**config.mk**
```make
export PLATFORM = sky130hd
export DESIGN_NAME = i2c_bitctrl
export DESIGN_NICKNAME = d
export VERILOG_FILES = /design/src/rtl/i2c_pkg.sv /design/src/rtl/i2c_clkcnt.sv /design/src/rtl/i2c_bitctrl.sv
export SDC_FILE = /design/constraint.sdc
export NUM_CORES = 1
export LEC_CHECK = 0
export CAP_MARGIN = 20
export CORE_ASPECT_RATIO = 1.75
export CORE_MARGIN = 2
export CORE_UTILIZATION = 40
export DETAILED_ROUTE_END_ITERATION = 12
export PLACE_DENSITY_LB_ADDON = 0.2
export SYNTH_ARGS = -nofsm -noshare
export SYNTH_HDL_FRONTEND = slang
export SYNTH_SLANG_ARGS = --single-unit
export TNS_END_PERCENT = 10
```
**constraint.sdc**
```tcl
create_clock -name clk -period 2.68 [get_ports clk]
set_input_delay 0.67 -clock clk [delete_from_list [all_inputs] [get_ports clk]]
set_output_delay 0.67 -clock clk [all_outputs]
set_load 0.02 [all_outputs]
```
**src/rtl/i2c_pkg.sv**
```systemverilog
// Shared encodings for the I2C bit sequencer: bus commands, phase states and
// the per-command SCL/SDA enable pattern for each of the four phases.
package i2c_pkg;

  typedef enum logic [1:0] {
    CMD_START = 2'b00,
    CMD_STOP  = 2'b01,
    CMD_WRITE = 2'b10,
    CMD_READ  = 2'b11
  } cmd_e;

  typedef enum logic [2:0] {
    IDLE = 3'd0,
    PH_A = 3'd1,
    PH_B = 3'd2,
    PH_C = 3'd3,
    PH_D = 3'd4
  } phase_e;

  // Output-enable patterns, bit 3 = phase A down to bit 0 = phase D (1 = released).
  localparam logic [3:0] START_SCL = 4'b1110;
  localparam logic [3:0] START_SDA = 4'b1100;
  localparam logic [3:0] STOP_SCL  = 4'b0111;
  localparam logic [3:0] STOP_SDA  = 4'b0001;
  localparam logic [3:0] WRITE_SCL = 4'b0110;
  localparam logic [3:0] READ_SCL  = 4'b0110;
  localparam logic [3:0] READ_SDA  = 4'b1111;

  // Returns {scl_oen, sda_oen} for command c in phase ph; WRITE drives din on SDA.
  function automatic logic [1:0] phase_lines(input cmd_e c, input phase_e ph, input logic d);
    logic [3:0] scl_pat;
    logic [3:0] sda_pat;
    logic [1:0] idx;
    scl_pat = 4'b1111;
    sda_pat = 4'b1111;
    idx     = 2'd0;
    case (c)
      CMD_START: begin scl_pat = START_SCL; sda_pat = START_SDA; end
      CMD_STOP:  begin scl_pat = STOP_SCL;  sda_pat = STOP_SDA;  end
      CMD_WRITE: begin scl_pat = WRITE_SCL; sda_pat = {4{d}};    end
      default:   begin scl_pat = READ_SCL;  sda_pat = READ_SDA;  end
    endcase
    case (ph)
      PH_A:    idx = 2'd3;
      PH_B:    idx = 2'd2;
      PH_C:    idx = 2'd1;
      default: idx = 2'd0;
    endcase
    return {scl_pat[idx], sda_pat[idx]};
  endfunction

endpackage

```
**src/rtl/i2c_clkcnt.sv**
```systemverilog
// Loadable down counter that times one I2C phase; tci flags the terminal value.
// Decrement below minval reloads maxval, but the sequencer reloads before that.
module i2c_clkcnt #(
  parameter int W            = 6,
  parameter int areset_value = 0,
  parameter int minval       = 0,
  parameter int maxval       = 63
) (
  input  logic         clk,
  input  logic         rst_b,
  input  logic         load,
  input  logic         cen,
  input  logic [W-1:0] d,
  output logic         tci
);

  localparam logic [W-1:0] RST_V = W'(areset_value);
  localparam logic [W-1:0] MIN_V = W'(minval);
  localparam logic [W-1:0] MAX_V = W'(maxval);

  logic [W-1:0] cnt_q;

  always_ff @(posedge clk or negedge rst_b) begin
    if (!rst_b) begin
      cnt_q <= RST_V;
    end else if (load) begin
      cnt_q <= d;
    end else if (cen) begin
      cnt_q <= (cnt_q == MIN_V) ? MAX_V : cnt_q - 1'b1;
    end
  end

  assign tci = (cnt_q == MIN_V);

endmodule

```
**src/rtl/i2c_bitctrl.sv**
```systemverilog
// Bit-level I2C master: sequences one START/STOP/WRITE/READ command through
// four timed phases, with clock stretching and arbitration-loss detection.
//   state | meaning
//   IDLE  | waiting for a command, lines hold last driven value
//   PH_A  | first quarter of the bit
//   PH_B  | second quarter, SCL usually released
//   PH_C  | third quarter, SDA sampled / arbitration checked at its end
//   PH_D  | last quarter, completion at its end
module i2c_bitctrl
  import i2c_pkg::*;
#(
  parameter logic [5:0] PRESCALE_RST = 6'd0,
  parameter int         SYNC_STAGES  = 2
) (
  input  logic       clk,
  input  logic       rst,
  input  logic       ena,
  input  logic [5:0] prescale,
  input  logic       cmd_valid,
  input  logic [1:0] cmd,
  input  logic       din,
  output logic       cmd_ready,
  output logic       cmd_ack,
  output logic       dout,
  output logic       al,
  output logic       busy,
  input  logic       scl_i,
  input  logic       sda_i,
  output logic       scl_oen,
  output logic       sda_oen
);

  logic [SYNC_STAGES-1:0] scl_sync_q;
  logic [SYNC_STAGES-1:0] sda_sync_q;
  logic                   scl_s;
  logic                   sda_s;

  phase_e state_q, state_d;
  cmd_e   cmd_q, cmd_d;
  logic   din_q, din_d;
  logic   scl_oen_q, scl_oen_d;
  logic   sda_oen_q, sda_oen_d;
  logic   ack_q, ack_d;
  logic   al_q, al_d;
  logic   dout_q, dout_d;
  logic   busy_q, busy_d;

  logic   load;
  logic   cnt_cen;
  logic   cnt_tci;
  logic   tc;
  logic   arb_lost;
  logic   done;
  logic   rst_b;

  always_ff @(posedge clk or posedge rst) begin
    if (rst) begin
      scl_sync_q <= '1;
      sda_sync_q <= '1;
    end else begin
      scl_sync_q <= {scl_sync_q[SYNC_STAGES-2:0], scl_i};
      sda_sync_q <= {sda_sync_q[SYNC_STAGES-2:0], sda_i};
    end
  end

  assign scl_s = scl_sync_q[SYNC_STAGES-1];
  assign sda_s = sda_sync_q[SYNC_STAGES-1];

  // Freeze while we release SCL but a slave still holds it low.
  assign cnt_cen = (state_q != IDLE) & ~(scl_oen_q & ~scl_s);
  assign tc      = cnt_tci & cnt_cen;
  assign rst_b   = ~rst;

  i2c_clkcnt #(
    .W            (6),
    .areset_value (int'(PRESCALE_RST)),
    .minval       (0),
    .maxval       (63)
  ) u_clkcnt (
    .clk   (clk),
    .rst_b (rst_b),
    .load  (load),
    .cen   (cnt_cen & ~cnt_tci),
    .d     (prescale),
    .tci   (cnt_tci)
  );

  always_ff @(posedge clk or posedge rst) begin
    if (rst) begin
      state_q   <= IDLE;
      cmd_q     <= CMD_START;
      din_q     <= 1'b0;
      scl_oen_q <= 1'b1;
      sda_oen_q <= 1'b1;
      ack_q     <= 1'b0;
      al_q      <= 1'b0;
      dout_q    <= 1'b0;
      busy_q    <= 1'b0;
    end else begin
      state_q   <= state_d;
      cmd_q     <= cmd_d;
      din_q     <= din_d;
      scl_oen_q <= scl_oen_d;
      sda_oen_q <= sda_oen_d;
      ack_q     <= ack_d;
      al_q      <= al_d;
      dout_q    <= dout_d;
      busy_q    <= busy_d;
    end
  end

  always_comb begin
    state_d  = state_q;
    cmd_d    = cmd_q;
    din_d    = din_q;
    load     = 1'b0;
    arb_lost = 1'b0;
    done     = 1'b0;
    if (!ena) begin
      state_d = IDLE;
    end else begin
      case (state_q)
        IDLE: begin
          if (cmd_valid) begin
            state_d = PH_A;
            cmd_d   = cmd_e'(cmd);
            din_d   = din;
            load    = 1'b1;
          end
        end
        PH_A: begin
          if (tc) begin
            state_d = PH_B;
            load    = 1'b1;
          end
        end
        PH_B: begin
          if (tc) begin
            if (cmd_q == CMD_START && !sda_s) begin
              arb_lost = 1'b1;
              state_d  = IDLE;
            end else begin
              state_d = PH_C;
              load    = 1'b1;
            end
          end
        end
        PH_C: begin
          if (tc) begin
            if (cmd_q == CMD_WRITE && din_q && !sda_s) begin
              arb_lost = 1'b1;
              state_d  = IDLE;
            end else begin
              state_d = PH_D;
              load    = 1'b1;
            end
          end
        end
        PH_D: begin
          if (tc) begin
            state_d = IDLE;
            done    = 1'b1;
          end
        end
        default: state_d = IDLE;
      endcase
    end
  end

  always_comb begin
    scl_oen_d = scl_oen_q;
    sda_oen_d = sda_oen_q;
    ack_d     = 1'b0;
    al_d      = 1'b0;
    dout_d    = dout_q;
    busy_d    = busy_q;
    if (!ena || arb_lost) begin
      scl_oen_d = 1'b1;
      sda_oen_d = 1'b1;
      busy_d    = 1'b0;
      al_d      = arb_lost;
    end else begin
      if (load) begin
        {scl_oen_d, sda_oen_d} = phase_lines(cmd_d, state_d, din_d);
      end
      if (done) begin
        ack_d = 1'b1;
        if (cmd_q == CMD_START) begin
          busy_d = 1'b1;
        end else if (cmd_q == CMD_STOP) begin
          busy_d = 1'b0;
        end
      end
      if (state_q == PH_C && tc && cmd_q == CMD_READ) begin
        dout_d = sda_s;
      end
    end
  end

  assign cmd_ready = (state_q == IDLE) & ena;
  assign cmd_ack   = ack_q;
  assign al        = al_q;
  assign dout      = dout_q;
  assign busy      = busy_q;
  assign scl_oen   = scl_oen_q;
  assign sda_oen   = sda_oen_q;

endmodule

```
==> results_dict.tcl <==
set metrics [dict create \
    grtUsageMet3 0.0198 \
    synthFlopType "dfrtp_1" \
    period_needed_ns 2.52 \
    required_ns 2.86 \
    dpl_cell_area_mm2 0.00170 \
    critPathKind "reg2reg" \
    power_frac_comb 0.303 \
    grt_overflow 0 \
    yosys.area.top_type "dfrtp_1" \
    grt_util_met2 0.378 \
    max-vdd-ir-drop_mv 0.335 \
    slowest_delay_ns 0.50 \
    path_max_fanout 5 \
    power_leakage_nw 0.749 \
    antennaDiodeCount 0 \
    setup_viol 0 \
    p_sw_mw 0.329 \
    drive_gt1_frac 0.198 \
    synth.distinct_cells 47 \
    final_core_util 0.534 \
    grt_pass1_wl_um 5660 \
    initialDrtViolationCount 18 \
    dr.pass1.iters 4 \
    fmax_ghz 0.397 \
    path_delay_family "compound AO/OA/AOI/OAI gates" \
    hold_violations 0 \
    fin_crit_sh 0.939 \
    drc 0 \
    grt_max_degree 23 \
    met1_usage 0.212 \
    wl_per_cell_um 14.6 \
    cts_tree "yes" \
    yosysTopAreaCellShare 0.292 \
    fin_hold_ws_ns 0.359 \
    cts_root_buf "clkbuf_8" \
    ys_ff_latch 22 \
    cap_violations 0 \
    synth_edf_count 0 \
    clock_path_buffers 2 \
    status "finished, final reports clean" \
    track_usage 0.200 \
    synthArstFlopShare 1.00 \
    gp_congestion 0.823 \
    rsz0062_at_grt "false" \
    die_h_um 81.5 \
    syn_area_mm2 0.00137 \
    regArea_um2 558 \
    numClockSinks 22 \
    skew_ns 0.00557 \
    ant_nets 0 \
    clockPowerShare 0.213 \
    place_ws_ns -0.0573 \
    startpoint_type "register" \
    internal_power_mw 0.641 \
    area.growth.synth_to_final_pct 29.4 \
    core_mm2 0.00333 \
    ys_top_cells_by_count "nor2_1 (18), dfrtp_1 (16), inv_1 (11), nand2_1 (11)" \
    netlist_instances 154 \
    clock_latency_ns 0.26 \
    ys_top_cells_by_area "dfrtp_1 (29%), dfstp_2 (11%), nor2_1 (4.9%), o21ai_0 (3.3%), mux2_2 (3.3%)" \
    ys_seq_area_frac 0.407 \
    ys_warn_count 0 \
    fp-row-count 28 \
    start_util 0.412 \
    critPathSlowestCell "or4b_4" \
    syn_area_per_cell_um2 8.91 \
    via_per_inst 5.56 \
    path_cells "inv_1 -> ha_1 -> or4b_4 -> a2111o_1 -> a22oi_2 -> or3b_1 -> a21o_1 -> a31oi_2" \
    maxSlewViolCount 0 \
    cts_resized 1 \
    portBuffers 21 \
    die_area_mm2 0.00393 \
    timing.final.ws_setup_ns 0.162 \
    pin_count 22 \
    crit_buf_inv 1 \
    worstMarginPinSlew_ns 0.782 \
    pwr_density_cell_mw_per_mm2 546 \
    hold_buffers 0 \
    swShare 0.339 \
    share_seq_of_total_power 0.483 \
    slew_headroom 0.478 \
    fill_cells 327 \
    place_hpwl_um 2580 \
    vias 1262 \
    clk_pin_slew_worst_paths_ns 0.07 \
    fp.dieW_um 48.3 \
    cts_inserted_buffers 3 \
    drt-total-wl_um 3310 \
    grt_antenna_before_repair 0 \
    grt_pass1_vias 1266 \
    postCtsSetupBuffers 0 \
    h-tree-depth 1 \
    grt.busiest_layer "met2" \
    final_area_mm2 0.00178 \
    synth_nets 171 \
    nets 200 \
    cp.arrival_ns 2.70 \
    hold_class "reg2reg" \
    multi_input_comb_area_um2 769 \
    endpoint_kind "register" \
    synth.most_common_cell "nor2_1" \
]
through the flow:
stage | cells | setup TNS, ns | power (mW)
2_1_floorplan | 154 | 0 | 0.651
3_3_place_gp | 223 | -0.0535 | 0.748
4_1_cts | 227 | 0 | 0.969
6_report | 227 | 0 | 0.970
5_1_grt | 227 | 0 | 1.05
3_5_place_dp | 223 | -0.0573 | 0.762
worst paths after layout:
path | start | endpoint | slack, ns | cells past startpoint
max | u_clkcnt.cnt_q[0]$_DFFE_PP0P_ | sda_oen$_DFFE_PP1P_ | 0.16 | 8
min | scl_sync_q[0]$_DFF_PP1_ | scl_sync_q[1]$_DFF_PP1_ | 0.36 | 0
max reg2reg | u_clkcnt.cnt_q[0]$_DFFE_PP0P_ | sda_oen$_DFFE_PP1P_ | 0.16 | 8
min reg2reg | scl_sync_q[0]$_DFF_PP1_ | scl_sync_q[1]$_DFF_PP1_ | 0.36 | 0
max in group asynchronous | rst | sda_oen$_DFFE_PP1P_ | 1.67 | 3
min in group asynchronous | rst | u_clkcnt.cnt_q[4]$_DFFE_PP0P_ | 0.73 | 3
power groups by stage:
stage / registers [mW] / logic, mW / clock network, mW
CTS: 0.464 / 0.291 / 0.214
global route: 0.478 / 0.339 / 0.233
floorplan: 0.437 / 0.214 / 0
finish: 0.469 / 0.294 / 0.207
global placement: 0.466 / 0.282 / 0
detailed placement: 0.471 / 0.291 / 0
cells by family (layout without fill, tap and decap cells):
family | Yosys count | count (layout) | synth area share
compound gates | 38 | 38 | 0.197
xor+xnor | 2 | 2 | 0.0128
fa+ha+maj | 2 | 2 | 0.0182
buf+inv | 21 | 49 | 0.0583
flops | 22 | 22 | 0.407
mux | 9 | 9 | 0.0702
simple gates | 60 | 60 | 0.237
routing by layer:
| metal | up-vias | routed length, µm |
|---|---|---|
| li1 | 612 | - |
| met1 | 616 | 1220 |
| met2 | 28 | 1930 |
| met3 | 6 | 94 |
| met4 | 0 | 53 |
| met5 | - | 0 |
registers in the layout (all words and copies together), names as in the netlist, 2 cells and up:
| signal | count |
|---|---|
| scl_sync_q | 2 |
| state_q | 3 |
| cmd_q | 2 |
| sda_sync_q | 2 |
| u_clkcnt.cnt_q | 6 |
layout make-up:
class | instances | area share
clock buffers | 4 | 0.0254
repair buffers | 34 | 0.173
inverters | 11 | 0.0232
well taps | 45 | 0.0317
flip-flops and latches | 22 | 0.314
multi-input cells | 111 | 0.433
cells in the final DEF, fill, tap and decap left out, types with 2 or more instances in the layout:
cell type / netlist / routed
clkdlybuf4s50_1: 0 / 20
nor2_1: 18 / 18
dfrtp_1: 16 / 16
buf_4: 0 / 13
nand2_1: 11 / 11
inv_1: 11 / 11
o21ai_0: 9 / 9
nor3_1: 6 / 6
a21oi_1: 6 / 6
dfstp_2: 6 / 6
mux2_2: 4 / 4
nor4_1: 4 / 4
nand2b_1: 4 / 4
nand3b_1: 3 / 3
mux2i_1: 4 / 3
clkbuf_8: 0 / 3
nor2b_1: 2 / 2
nand3_1: 2 / 2
or3_1: 2 / 2
a22oi_2: 1 / 2
o211ai_1: 2 / 2
a21o_1: 2 / 2
a211oi_1: 2 / 2
o32ai_1: 2 / 2
xnor2_1: 2 / 2
ha_1: 2 / 2
(Power assumes the default switching activity.)
